`src/rtl/write_fifo_ctrl_if.sv`:
```
// Write-side bus of the async FIFO write controller.
// Groups the producer handshake, overflow control, the incoming read-domain
// Gray pointer and every status/memory output of write_fifo_ctrl.
//   slave  : the controller (consumes requests, drives strobe/address/status)
//   master : the producer / environment side
interface write_fifo_ctrl_if #(
  parameter int ADDR_WIDTH = 3
);
  logic                  w_request_in;
  logic                  overflow_clear_in;
  logic [ADDR_WIDTH:0]   r_ptr_gray_in;
  logic                  w_enable_out;
  logic [ADDR_WIDTH-1:0] w_addr_out;
  logic [ADDR_WIDTH:0]   w_ptr_gray_out;
  logic                  full_out;
  logic                  almost_full_out;
  logic [ADDR_WIDTH:0]   w_level_out;
  logic                  overflow_sticky_out;

  modport slave (
    input  w_request_in, overflow_clear_in, r_ptr_gray_in,
    output w_enable_out, w_addr_out, w_ptr_gray_out, full_out,
           almost_full_out, w_level_out, overflow_sticky_out
  );

  modport master (
    output w_request_in, overflow_clear_in, r_ptr_gray_in,
    input  w_enable_out, w_addr_out, w_ptr_gray_out, full_out,
           almost_full_out, w_level_out, overflow_sticky_out
  );
endinterface

```
`src/rtl/write_fifo_ctrl.sv`:
```
// Write-domain controller of an asynchronous FIFO.
// Owns the (ADDR_WIDTH+1)-bit binary/Gray write pointer, synchronises the
// read-domain Gray pointer into w_clk_in and produces registered full,
// almost-full, level and sticky-overflow status plus the memory write
// strobe/address.
// Ports:
//   w_clk_in    write clock
//   w_reset_in  asynchronous, active-high reset
//   bus         write_fifo_ctrl_if.slave (request, overflow clear, read
//               Gray pointer in; write strobe, address, Gray pointer,
//               full, almost-full, level, sticky overflow out)
// ADDR_WIDTH must be >= 1; SYNC_STAGES 2..4; ALMOST_FULL_MARGIN 1..DEPTH-1.
module write_fifo_ctrl #(
  parameter int ADDR_WIDTH         = 3,
  parameter int SYNC_STAGES        = 2,
  parameter int ALMOST_FULL_MARGIN = 1
) (
  input  logic              w_clk_in,
  input  logic              w_reset_in,
  write_fifo_ctrl_if.slave  bus
);
  localparam int PW    = ADDR_WIDTH + 1;
  localparam int DEPTH = 1 << ADDR_WIDTH;
  // Full when the Gray pointers differ in exactly the top two bits.
  localparam logic [PW-1:0] FULL_MASK = PW'(3) << (PW - 2);
  localparam logic [PW-1:0] AF_THRESH = PW'(DEPTH - ALMOST_FULL_MARGIN);

  logic [PW-1:0]                  w_bin, w_bin_next, w_gray_next;
  logic [SYNC_STAGES-1:0][PW-1:0] sync_q;
  logic [PW-1:0]                  r_sync_gray, r_sync_bin, level_next;
  logic                           w_enable, full_q;

  // Acceptance is decided on the registered full flag, so a flag that
  // cleared at the last edge already permits a write this cycle.
  assign w_enable    = bus.w_request_in & ~full_q & ~w_reset_in;
  assign w_bin_next  = w_bin + {{ADDR_WIDTH{1'b0}}, w_enable};
  assign w_gray_next = w_bin_next ^ (w_bin_next >> 1);
  assign r_sync_gray = sync_q[SYNC_STAGES-1];

  always_comb begin
    r_sync_bin = '0;
    for (int i = 0; i < PW; i++) r_sync_bin[i] = ^(r_sync_gray >> i);
  end

  assign level_next = w_bin_next - r_sync_bin;

  // Plain flop chain; nothing else looks at r_ptr_gray_in before the last stage.
  always_ff @(posedge w_clk_in or posedge w_reset_in) begin
    if (w_reset_in) begin
      sync_q <= '0;
    end else begin
      sync_q[0] <= bus.r_ptr_gray_in;
      for (int s = 1; s < SYNC_STAGES; s++) sync_q[s] <= sync_q[s-1];
    end
  end

  always_ff @(posedge w_clk_in or posedge w_reset_in) begin
    if (w_reset_in) begin
      w_bin                   <= '0;
      bus.w_ptr_gray_out      <= '0;
      full_q                  <= 1'b0;
      bus.almost_full_out     <= 1'b0;
      bus.w_level_out         <= '0;
      bus.overflow_sticky_out <= 1'b0;
    end else begin
      w_bin               <= w_bin_next;
      bus.w_ptr_gray_out  <= w_gray_next;
      full_q              <= (w_gray_next == (r_sync_gray ^ FULL_MASK));
      bus.almost_full_out <= (level_next >= AF_THRESH);
      bus.w_level_out     <= level_next;
      // Set beats clear when both land in the same cycle.
      if (bus.w_request_in && full_q)  bus.overflow_sticky_out <= 1'b1;
      else if (bus.overflow_clear_in)  bus.overflow_sticky_out <= 1'b0;
    end
  end

  assign bus.full_out     = full_q;
  assign bus.w_enable_out = w_enable;
  assign bus.w_addr_out   = w_bin[ADDR_WIDTH-1:0];
endmodule

```
`src/flat_wrapper.sv`:
```
// flat-port wrapper written by rule: the top's interface ports become plain ports
module write_fifo_ctrl_flat 
#(
  parameter int ADDR_WIDTH         = 3,
  parameter int SYNC_STAGES        = 2,
  parameter int ALMOST_FULL_MARGIN = 1
)
  (w_clk_in, w_reset_in, bus_w_request_in, bus_overflow_clear_in, bus_r_ptr_gray_in, bus_w_enable_out, bus_w_addr_out, bus_w_ptr_gray_out, bus_full_out, bus_almost_full_out, bus_w_level_out, bus_overflow_sticky_out);
  write_fifo_ctrl_if #(.ADDR_WIDTH(ADDR_WIDTH)) bus_i ();
  input  logic w_clk_in;
  input  logic w_reset_in;
  input wire logic [$bits(bus_i.w_request_in)-1:0] bus_w_request_in;
  input wire logic [$bits(bus_i.overflow_clear_in)-1:0] bus_overflow_clear_in;
  input wire logic [$bits(bus_i.r_ptr_gray_in)-1:0] bus_r_ptr_gray_in;
  output wire logic [$bits(bus_i.w_enable_out)-1:0] bus_w_enable_out;
  output wire logic [$bits(bus_i.w_addr_out)-1:0] bus_w_addr_out;
  output wire logic [$bits(bus_i.w_ptr_gray_out)-1:0] bus_w_ptr_gray_out;
  output wire logic [$bits(bus_i.full_out)-1:0] bus_full_out;
  output wire logic [$bits(bus_i.almost_full_out)-1:0] bus_almost_full_out;
  output wire logic [$bits(bus_i.w_level_out)-1:0] bus_w_level_out;
  output wire logic [$bits(bus_i.overflow_sticky_out)-1:0] bus_overflow_sticky_out;
  assign bus_i.w_request_in = bus_w_request_in;
  assign bus_i.overflow_clear_in = bus_overflow_clear_in;
  assign bus_i.r_ptr_gray_in = bus_r_ptr_gray_in;
  assign bus_w_enable_out = bus_i.w_enable_out;
  assign bus_w_addr_out = bus_i.w_addr_out;
  assign bus_w_ptr_gray_out = bus_i.w_ptr_gray_out;
  assign bus_full_out = bus_i.full_out;
  assign bus_almost_full_out = bus_i.almost_full_out;
  assign bus_w_level_out = bus_i.w_level_out;
  assign bus_overflow_sticky_out = bus_i.overflow_sticky_out;
  write_fifo_ctrl #(.ADDR_WIDTH(ADDR_WIDTH), .SYNC_STAGES(SYNC_STAGES), .ALMOST_FULL_MARGIN(ALMOST_FULL_MARGIN)) u_core (.w_clk_in(w_clk_in), .w_reset_in(w_reset_in), .bus(bus_i));
endmodule
```
`config.mk`:
```
export PLATFORM = sky130hd
export DESIGN_NAME = write_fifo_ctrl_flat
export DESIGN_NICKNAME = d
export VERILOG_FILES = /design/src/rtl/write_fifo_ctrl_if.sv /design/src/rtl/write_fifo_ctrl.sv /design/src/flat_wrapper.sv
export SDC_FILE = /design/constraint.sdc
export NUM_CORES = 1
export LEC_CHECK = 0
export CORE_UTILIZATION = 40
export DETAILED_ROUTE_END_ITERATION = 12
export PLACE_DENSITY_LB_ADDON = 0.12
export SLEW_MARGIN = 20
export SYNTH_ARGS = -nofsm -noshare
export SYNTH_HDL_FRONTEND = slang
export SYNTH_SLANG_ARGS = --single-unit
```
`constraint.sdc`:
```
create_clock -name w_clk_in -period 2.3 [get_ports w_clk_in]
set_clock_uncertainty 0.1 [all_clocks]
set_input_delay 0.46 -clock w_clk_in [delete_from_list [all_inputs] [get_ports w_clk_in]]
set_output_delay 0.46 -clock w_clk_in [all_outputs]
set_load 0.05 [all_outputs]
```
# Word level (Yosys, flattened, before mapping)
# Cells that the tools add are included.
# classes
add_sub_neg,2
order_cmp,1
n_eq_ne,1
n_mux,2
bitwise,6
reduce_logical,6
# op_table
operator,n
4-bit XOR reduction,4
4-bit by 1-bit adder with 4-bit output,1
4-bit == test,1
"4-bit by 3-bit >= comparator with 1-bit output, second input constant",1
4-bit subtractor,1
4-bit by 3-bit XOR with 4-bit output,1
1-bit AND,2
1-bit 2-to-1 mux,2
1-bit inverter,2
2-bit inverter,1
2-bit nonzero test,1
1-bit logical AND,1
# word_totals
reg_bits,23
inputBits,8
out_inout_bits,15
wordCells,26

# Logic depth before layout (Yosys ltp)
# Gate-level depths: netlist (run 1).
# depth
depth_word,6
mapped_depth,8
mapped_depth_nobuf,8

# Worst setup path after synthesis (run 1)
# Ideal clock, no wire load.
# synth_timing
path_type,flip-flop to flip-flop
from,"register u_core.full_q, in the netlist u_core.bus.full_out"
to,register u_core.bus.almost_full_out
setup_time_ns,0.125
arrival_ns,3.309
required_time_ns,2.075
path_slack_ns,-1.235
path_stages_with_launch,9
path_cell_list,dfrtp_1 nor3b_1 ha_1 ha_1 ha_1 nor2b_1 o21ai_0 a21o_1 nand3_1
# synth_between
elab_chain_len,6
# synth_lines
item,line,rtl
"start, declared",write_fifo_ctrl.sv:31,"logic w_enable, full_q;"
"start signal, assigned",write_fifo_ctrl.sv:68,full_q <= (w_gray_next == (r_sync_gray ^ FULL_MASK));
1-bit inverter,write_fifo_ctrl.sv:35,assign w_enable = bus.w_request_in & ~full_q & ~w_reset_in;
1-bit AND (2 in series),write_fifo_ctrl.sv:35,
named net bus_w_enable_out,flat_wrapper.sv:15,output wire logic [$bits(bus_i.w_enable_out)-1:0] bus_w_enable_out;
4-bit by 1-bit adder with 4-bit output,write_fifo_ctrl.sv:36,"assign w_bin_next = w_bin + {{ADDR_WIDTH{1'b0}}, w_enable};"
named net u_core.w_bin_next[1],write_fifo_ctrl.sv:28,"logic [PW-1:0] w_bin, w_bin_next, w_gray_next;"
4-bit subtractor,write_fifo_ctrl.sv:45,assign level_next = w_bin_next - r_sync_bin;
4-bit by 3-bit >= comparator with 1-bit output,write_fifo_ctrl.sv:69,bus.almost_full_out <= (level_next >= AF_THRESH);
"end signal, assigned",write_fifo_ctrl.sv:69,
"end, declared",write_fifo_ctrl_if.sv:23,"almost_full_out, w_level_out, overflow_sticky_out"
# The timed path passes the listed nets, and every way through them passes these cells.
# A chain may end at the register's enable or synchronous reset.

# Worst setup path after layout (run 1)
# layout_timing
from,"register u_core.sync_q, in the netlist u_core.r_sync_gray[2]"
to,register u_core.bus.almost_full_out
# layout_between
elab_chain_len,3
word_cells_on_any_way,5
cone_classes,add/sub: 1; order compare: 1; reduce/logical: 3
# layout_lines
item,line,rtl
"start, declared",write_fifo_ctrl.sv:29,logic [SYNC_STAGES-1:0][PW-1:0] sync_q;
4-bit XOR reduction,write_fifo_ctrl.sv:42,for (int i = 0; i < PW; i++) r_sync_bin[i] = ^(r_sync_gray >> i);
4-bit subtractor *,write_fifo_ctrl.sv:45,
named net u_core.level_next[1],write_fifo_ctrl.sv:30,"logic [PW-1:0] r_sync_gray, r_sync_bin, level_next;"
4-bit by 3-bit >= comparator with 1-bit output *,write_fifo_ctrl.sv:69,
# Mark *: on every way through the listed nets, which the timed path passes. The rest lies on a longest branch.

==> results of run 1 <==
flip-flops by register name, summed over array words and instances (netlist names):
signal,flops
u_core.r_sync_gray,4
u_core.bus.w_level_out,4
u_core.bus.almost_full_out,1
u_core.bus.full_out,1
u_core.bus.w_ptr_gray_out,4
u_core.w_bin,3
u_core.bus.overflow_sticky_out,1
u_core.sync_q,4
how the worst max path moves through the flow:
| stage | endpoint | slack (ps) | from | depth (start not counted) |
|---|---|---|---|---|
| finish | u_core.bus.almost_full_out | 80 | u_core.r_sync_gray[2] | 8 |
| global route | u_core.bus.almost_full_out | -10 | u_core.r_sync_gray[2] | 8 |
| CTS | bus_w_addr_out[2] | 70 | u_core.w_bin[2] | 1 |
| detailed placement | u_core.bus.full_out | -260 | bus_w_request_in | 8 |
| global placement | u_core.bus.full_out | -240 | bus_w_request_in | 8 |
| floorplan | u_core.bus.full_out | -220 | u_core.bus.full_out | 7 |
layer usage:
| metal | vias to the layer above | global-route usage | part of all wire |
|---|---|---|---|
| met5 | - | 0 | 0 |
| met4 | 0 | 0.0857 | 0.019 |
| met3 | 2 | 0.0187 | 0.028 |
| met2 | 16 | 0.244 | 0.49 |
| met1 | 284 | 0.167 | 0.46 |
| li1 | 281 | - | - |
timing repair:
item / 4_1_cts / 5_1_grt
buffers inserted: 0 / 1
setup endpoints to repair: 0 / 3
gates resized for setup: 0 / 6
cell usage in the layout (no fill, tap or decap), types with 2 or more instances in the layout:
cell             synthesis  final
dfrtp_1                 22     21
buf_4                    0     11
clkbuf_4                 0      3
nand2_1                  2      2
ha_4                     0      4
nand3_1                  5      5
xnor2_2                  1      3
clkdlybuf4s50_1          0     19
dlymetal6s2s_1           0      2
xor2_1                   4      3
inv_1                    8      6
xnor2_1                  9      7
logic make-up after synthesis:
logic type,share of synthesized area
fa+ha+maj,0.0918
xor+xnor,0.163
buf+inv,0.0334
compound gates,0.0417
flops,0.612
simple gates,0.0584
synth_stat cells:
master    instances
nand3_1           5
nor3b_1           1
ha_1              5
xnor2_1           9
xor2_1            4
a21boi_1          1
o21ai_0           2
xor2_2            1
a21o_1            1
dfrtp_1          22
inv_1             8
a211oi_2          1
or3_1             1
nand2_1           2
nor2b_1           1
xnor2_2           1
fa_1              1
metrics by stage:
| step | instance area, µm² | TNS (ps) | instances | worst slack, ps | utilization |
|---|---|---|---|---|---|
| finish | 1380 | 0 | 130 | 85.0 | 0.676 |
| floorplan | 968 | -708 | 66 | -218 | - |
| detailed placement | 1310 | -819 | 125 | -262 | 0.640 |
| global route | 1380 | -10.5 | 130 | -10.5 | 0.676 |
| CTS | 1330 | 0 | 129 | 67.9 | 0.653 |
| global placement | 1310 | -699 | 125 | -242 | 0.640 |
worst max-delay path, delay by kind of cell, from the launching register on:
| family | cells | cell delay (ps) |
|---|---|---|
| adders and majority gates | 2 | 720 |
| xor gates and xnor gates | 3 | 640 |
| DFF | 1 | 460 |
| buffers and inverters | 1 | 40 |
| and+or+nand+nor | 2 | 140 |
area by class of cell:
class | instances | area [µm²]
clock buffer | 4 | 26.3
inverter | 8 | 32.5
multi-input combinational | 36 | 419
fill | 154 | 661
sequential | 22 | 552
tap | 27 | 33.8
timing repair buffer | 33 | 318
==> impl_metrics.ini, run 1 <==
[route]
wl_um = 1560
dr.first_iter.drc_count = 6
vias = 583
routedWlPerCell_um = 12.0
dr.pass1.iters = 4
viasPerCell = 4.48
drcViolationCount = 0
ant_nets = 0

[worst_setup_path]
critPathSlowestCell = fa_2
r2r_end = u_core.bus.almost_full_out
start_kind = register
crit_required_ps = 2400
crit_chain = xnor2_2 -> xor2_1 -> xnor2_1 -> ha_2 -> fa_2 -> inv_2 -> nand3_1 -> nand3_1
crit_fanout = 2
path_common_cell = nand3_1
rrSetupSlack_ps = 80
slowest_delay_ps = 530
r2r_cells = 8
worstSetupPathType = reg2reg
cp-end-kind = register
cp.arrival_ps = 2310
rr_startpoint = u_core.r_sync_gray[2]

[clocking]
cts_buffer_depth = 2
cts_tree = yes
htreeDepth = 1
clkLatencyLatePin_ps = 320
path_clk_slew_ps = 120
cts_root_buf = clkbuf_4
cts_hold_buf = 0
cts_sinks = 22
numCtsBuffers = 3

[synth]
syn_area_um2 = 900
syn_nets = 80
yosysWarnings = 0
netlist_instances = 66
ys_seq_area_frac = 0.612
yosysUniqueCellTypes = 17
ys_ff_latch = 22
synth_area_leaders = dfrtp_1 (61%), xnor2_1 (8.8%), ha_1 (7.0%), xor2_1 (3.9%), inv_1 (3.3%)
yosys.area.top_type = dfrtp_1
synth.avg_cell_area_um2 = 13.6
synth_top_area_frac = 0.612

[grt]
grt_pass1_vias = 648
antenna_found_initial = 0
grt_usage = 0.142
grt_max_degree = 23
grt_pass1_wl_um = 2550
overflow = 0

[layout]
n_antenna_cell = 0
drive_above_1_share = 0.301
areaGrowthSynthToFinish_pct = 53.5
fin_nets = 118

[sta]
maxSlewHeadroom = 0.667
hold_viol_final = 0
layout_min_cycle_time_ps = 2220
tightest_slew_ps = 497
hold_slack_ps = 132
finalCritPeriodShare = 0.963
slew_violations = 0
max_freq_mhz = 451
setup_viol = 0

[floorplan]
io_pins = 23
die_w_um = 49.4
core-area_mm2 = 0.00204
rows = 16
start_util = 0.441
chipHeight_um = 49.4
dieArea_mm2 = 0.00244

[hold_path]
hold_path.class = in2async

[place]
hpwl_um = 1120
finalWeightedCongestion = 0.751
port_buffers = 22

[outcome]
status = finished, final reports clean

[flow_run]
maxCapViolCount = 0
Power of run 1 is left out: the tool's default activity adds up to more than one toggle a clock period on the data nets, which glitch-free logic cannot reach.
==> run 2, diff against run 1 <==
==> constraint.sdc (replaced) <==
create_clock -name w_clk_in -period 2.3 [get_ports w_clk_in]
set_clock_uncertainty 0.1 [all_clocks]
set_input_delay 0.23 -clock w_clk_in [delete_from_list [all_inputs] [get_ports w_clk_in]]
set_output_delay 0.23 -clock w_clk_in [all_outputs]
set_load 0.05 [all_outputs]
==> run 2 against run 1 <==
Effect of this change: setup slack improved by 89 ps; hold slack improved by 46 ps; sequential share of layout area grew 1.5 points; critical endpoint unchanged; fmax is 4.2% higher; critical path type unchanged.
==> impl_metrics.ini, run 2 (synthesized netlist as in run 1, its figures left out) <==
[worst_setup_path]
worstSetupPathType = reg2reg
cp-end-kind = register
r2r_cells = 8
crit_required_ps = 2410
crit_fanout = 2
cp.arrival_ps = 2240
start_kind = register

[place]
port_buffers = 22
hpwl_um = 1220
finalWeightedCongestion = 0.777
placed_area_mm2 = 0.00127

[route]
highest_layer = met4
routedWlPerCell_um = 12.2
dr.pass1.iters = 4
viasPerCell = 4.63
ant_nets = 0
wl_met2_um = 806
wl_um = 1540
wl_met3_um = 71
dr.first_iter.drc_count = 5
vias = 584
m1WireLength_um = 611
drcViolationCount = 0

[sta]
hold_viol_final = 0
tightest_slew_ps = 500
max_freq_mhz = 470
slew_violations = 0
setup_viol = 0
maxSlewHeadroom = 0.665
layout_min_cycle_time_ps = 2130
tns_ps = 0
rsz0062_at_grt = false
finalCritPeriodShare = 0.924

[clocking]
cts_resized = 0
cts_root_buf = clkbuf_4
cts_buffer_depth = 2
post_cts_buffers = 0
cts_hold_buf = 0
htreeDepth = 1
path_clk_slew_ps = 120
cts_sinks = 22
numCtsBuffers = 3
clkLatencyLatePin_ps = 320
cts_tree = yes

[floorplan]
dieArea_mm2 = 0.00244
rows = 16
start_util = 0.441
die_w_um = 49.4
io_pins = 23
chipHeight_um = 49.4
core-area_mm2 = 0.00204

[layout]
nFillCells = 174
n_antenna_cell = 0
fin_nets = 114
final_util = 0.653
final_cell_mix = clkdlybuf4s50_1 (21), dfrtp_1 (21), xnor2_1 (8), buf_4 (8), inv_1 (6)
areaGrowthSynthToFinish_pct = 48.1
drive_above_1_share = 0.253
final_cell_area_mm2 = 0.00133

[grt]
grt_pass1_vias = 628
grt_max_degree = 14
overflow = 0
antenna_found_initial = 0
grt_pass1_wl_um = 2590
grt_usage = 0.154

[flow_run]
maxCapViolCount = 0

[hold_path]
hold_path.class = in2async

[outcome]
status = finished, final reports clean
-- run 2: cell count changes in the layout (fill, tap and decap cells not counted), sizes merged --
cell / before / now
buf: 12 / 8
clkbuf: 4 / 3
clkdlybuf4s50: 19 / 21
bufinv: 0 / 1
dlymetal6s2s: 2 / 0
-- run 2: layout make-up --
class | instances | area [µm²] | share of cell area
clock inverters | 1 | 30.0 | 0.0225
clock buffers | 3 | 22.5 | 0.0169
repair buffers | 29 | 270 | 0.203
flip-flops and latches | 22 | 552 | 0.414
multi-input cells | 36 | 392 | 0.294
well taps | 27 | 33.8 | 0.0254
inverters | 8 | 32.5 | 0.0244
-- run 2: final timing paths --
check,start,end,slack (ps)
max in group asynchronous,w_reset_in,u_core.bus.full_out,1410
setup reg to reg,u_core.r_sync_gray[2],u_core.bus.almost_full_out,170
min in group w_clk_in,bus_r_ptr_gray_in[3],u_core.sync_q[3],230
setup / recovery,u_core.r_sync_gray[2],u_core.bus.almost_full_out,170
hold reg to reg,u_core.sync_q[1],u_core.r_sync_gray[1],270
hold / removal,w_reset_in,u_core.bus.overflow_sticky_out,180
-- run 2: critical path, stage by stage, from the launching register on --
cell and delay, ps:
dfrtp_1 440, xnor2_2 240, xor2_1 240, xnor2_1 100
ha_2 190, fa_2 520, inv_2 40, nand3_1 70
nand3_1 80
-- run 2: through the flow --
step                worst slack (ps)  instances  hold slack [ps]
detailed placement             -22.7        122              236
global placement              -0.879        122              232
finish                           174        126              177
global route                    45.8        126              201
floorplan                       -218         66              119
CTS                              115        126              181
-- run 2: routing by layer --
| layer | up-vias | global-route usage |
|---|---|---|
| li1 | 277 | - |
| met1 | 282 | 0.156 |
| met2 | 20 | 0.263 |
| met3 | 5 | 0.0436 |
| met4 | 0 | 0.124 |
| met5 | - | 0 |
Power of run 2 is left out for the same reason.
==> run 3, diff against run 2 <==
==> constraint.sdc (replaced) <==
create_clock -name w_clk_in -period 2 [get_ports w_clk_in]
set_clock_uncertainty 0.1 [all_clocks]
set_input_delay 0.2 -clock w_clk_in [delete_from_list [all_inputs] [get_ports w_clk_in]]
set_output_delay 0.2 -clock w_clk_in [all_outputs]
set_load 0.05 [all_outputs]
==> run 3 against run 2 <==
Effect of this change: the run now ends with negative setup slack left; first-iteration DRC count is 60% lower; core utilization grew 5.5 points; non-clock buffer count increased by 11; sequential share of layout area down 3.2 points; fmax up 2.5%; hold slack improved by 23 ps; die area is the same; setup slack got worse by 250 ps; via count increased by 5.1%; highest routed layer unchanged; clock-buffer cell count unchanged; critical path depth unchanged.
==> impl_metrics.ini, run 3 (synthesized netlist as in run 1, its figures left out) <==
[outcome]
status = finished with violations
violations = negative setup slack

[route]
wl_um = 1550
viasPerCell = 4.48
routedWlPerCell_um = 11.3
drcViolationCount = 0
ant_nets = 0
vias = 614
dr.pass1.iters = 4
dr.first_iter.drc_count = 2

[layout]
final_util = 0.708
final_common_cell = dfrtp_1
areaGrowthSynthToFinish_pct = 60.6
final_cell_mix = dfrtp_1 (21), clkdlybuf4s50_1 (20), buf_4 (18)
multi_input_area_um2 = 407
drive_above_1_share = 0.345
fin_nets = 125
nFillCells = 148
regArea_um2 = 552
final_cell_area_mm2 = 0.00145
n_antenna_cell = 0

[grt]
antenna_found_initial = 0
grt_usage = 0.159
grt_pass1_vias = 636
grt_max_degree = 23
overflow = 0
grt_pass1_wl_um = 2730

[place]
hpwl_um = 1180
finalWeightedCongestion = 0.791
placed_area_mm2 = 0.00135
port_buffers = 22

[worst_setup_path]
crit_fanout = 2
critPathSlowestCell = dfrtp_1
rr_startpoint = u_core.r_sync_gray[3]
slowest_delay_ps = 420
crit_required_ps = 2150
timing.critical_path.buf_inv = 0
crit_start = u_core.r_sync_gray[3]
cp-end-kind = register
cp_top_family = XOR/XNOR gates
start_kind = register
worstSetupPathType = reg2reg
cp.arrival_ps = 2220
crit_chain = xnor2_2 -> xor2_2 -> xnor2_1 -> ha_2 -> fa_2 -> xnor2_2 -> nand3_1 -> nand3_1

[clocking]
cts_hold_buf = 0
cts_sinks = 22
cts_root_buf = clkbuf_4
cts_buffer_depth = 2
numCtsBuffers = 3
cts_tree = yes
htreeDepth = 1
path_clk_slew_ps = 110
clkLatencyLatePin_ps = 310

[sta]
hold_viol_final = 0
tightest_slew_ps = 497
slew_violations = 0
rsz0062_at_grt = true
setup_viol = 3
maxSlewHeadroom = 0.668
layout_min_cycle_time_ps = 2070
fin_ws_ps = -73.6
finalCritPeriodShare = 1.04
max_freq_mhz = 482

[hold_path]
hold_path.class = in2async

[floorplan]
chipHeight_um = 49.4
core-area_mm2 = 0.00204
rows = 16
start_util = 0.441
dieArea_mm2 = 0.00244
io_pins = 23
die_w_um = 49.4

[flow_run]
maxCapViolCount = 0
run 3: per-stage QoR:
stage / std cells / TNS [ps] / hold WS [ps] / setup WS [ps]
6_report: 137 / -93.9 / 200 / -73.6
5_1_grt: 137 / -400 / 189 / -184
4_1_cts: 137 / -130 / 192 / -85.0
3_5_place_dp: 130 / -1210 / 236 / -332
3_3_place_gp: 130 / -894 / 232 / -275
2_1_floorplan: 66 / -2270 / 89.2 / -518
run 3: worst register-to-register path, delay by kind of cell (launching register included):
kind / cells / cell delay (ps)
XOR/XNOR: 4 / 730
adder cells (fa/ha/maj): 2 / 550
flip-flops: 1 / 420
AND/OR/NAND/NOR: 2 / 210
run 3: path summary, 6_finish.rpt:
check	end	slack, ps	cells after the start
worst max-delay path	u_core.bus.almost_full_out	-70	8
worst min-delay path	u_core.bus.w_ptr_gray_out[3]	200	3
worst max register to register	u_core.bus.almost_full_out	-70	8
worst min register to register	u_core.r_sync_gray[1]	260	0
max in group asynchronous	u_core.bus.full_out	1370	3
min in group w_clk_in	u_core.sync_q[0]	210	1
run 3: metal layers:
| metal | track usage | part of all wire | vias to the layer above |
|---|---|---|---|
| met1 | 0.177 | 0.42 | 295 |
| met2 | 0.256 | 0.50 | 15 |
| met4 | 0.0857 | 0.026 | 0 |
| met3 | 0.0685 | 0.051 | 5 |
| li1 | - | - | 299 |
| met5 | 0 | 0 | - |
run 3: repair_timing:
item,4_1_cts,5_1_grt
endpoints found under the setup margin,3,5
setup buffers,3,0
pin swaps,3,2
resized for setup,1,3
run 3: final cells by class:
type                    instances  share of cell area
flip-flops and latches         22               0.382
multi-input cells              36               0.281
repair buffers                 40               0.255
well taps                      27              0.0234
inverters                       8              0.0225
clock inverters                 1              0.0208
clock buffers                   3              0.0156
Power of run 3 is left out for the same reason.
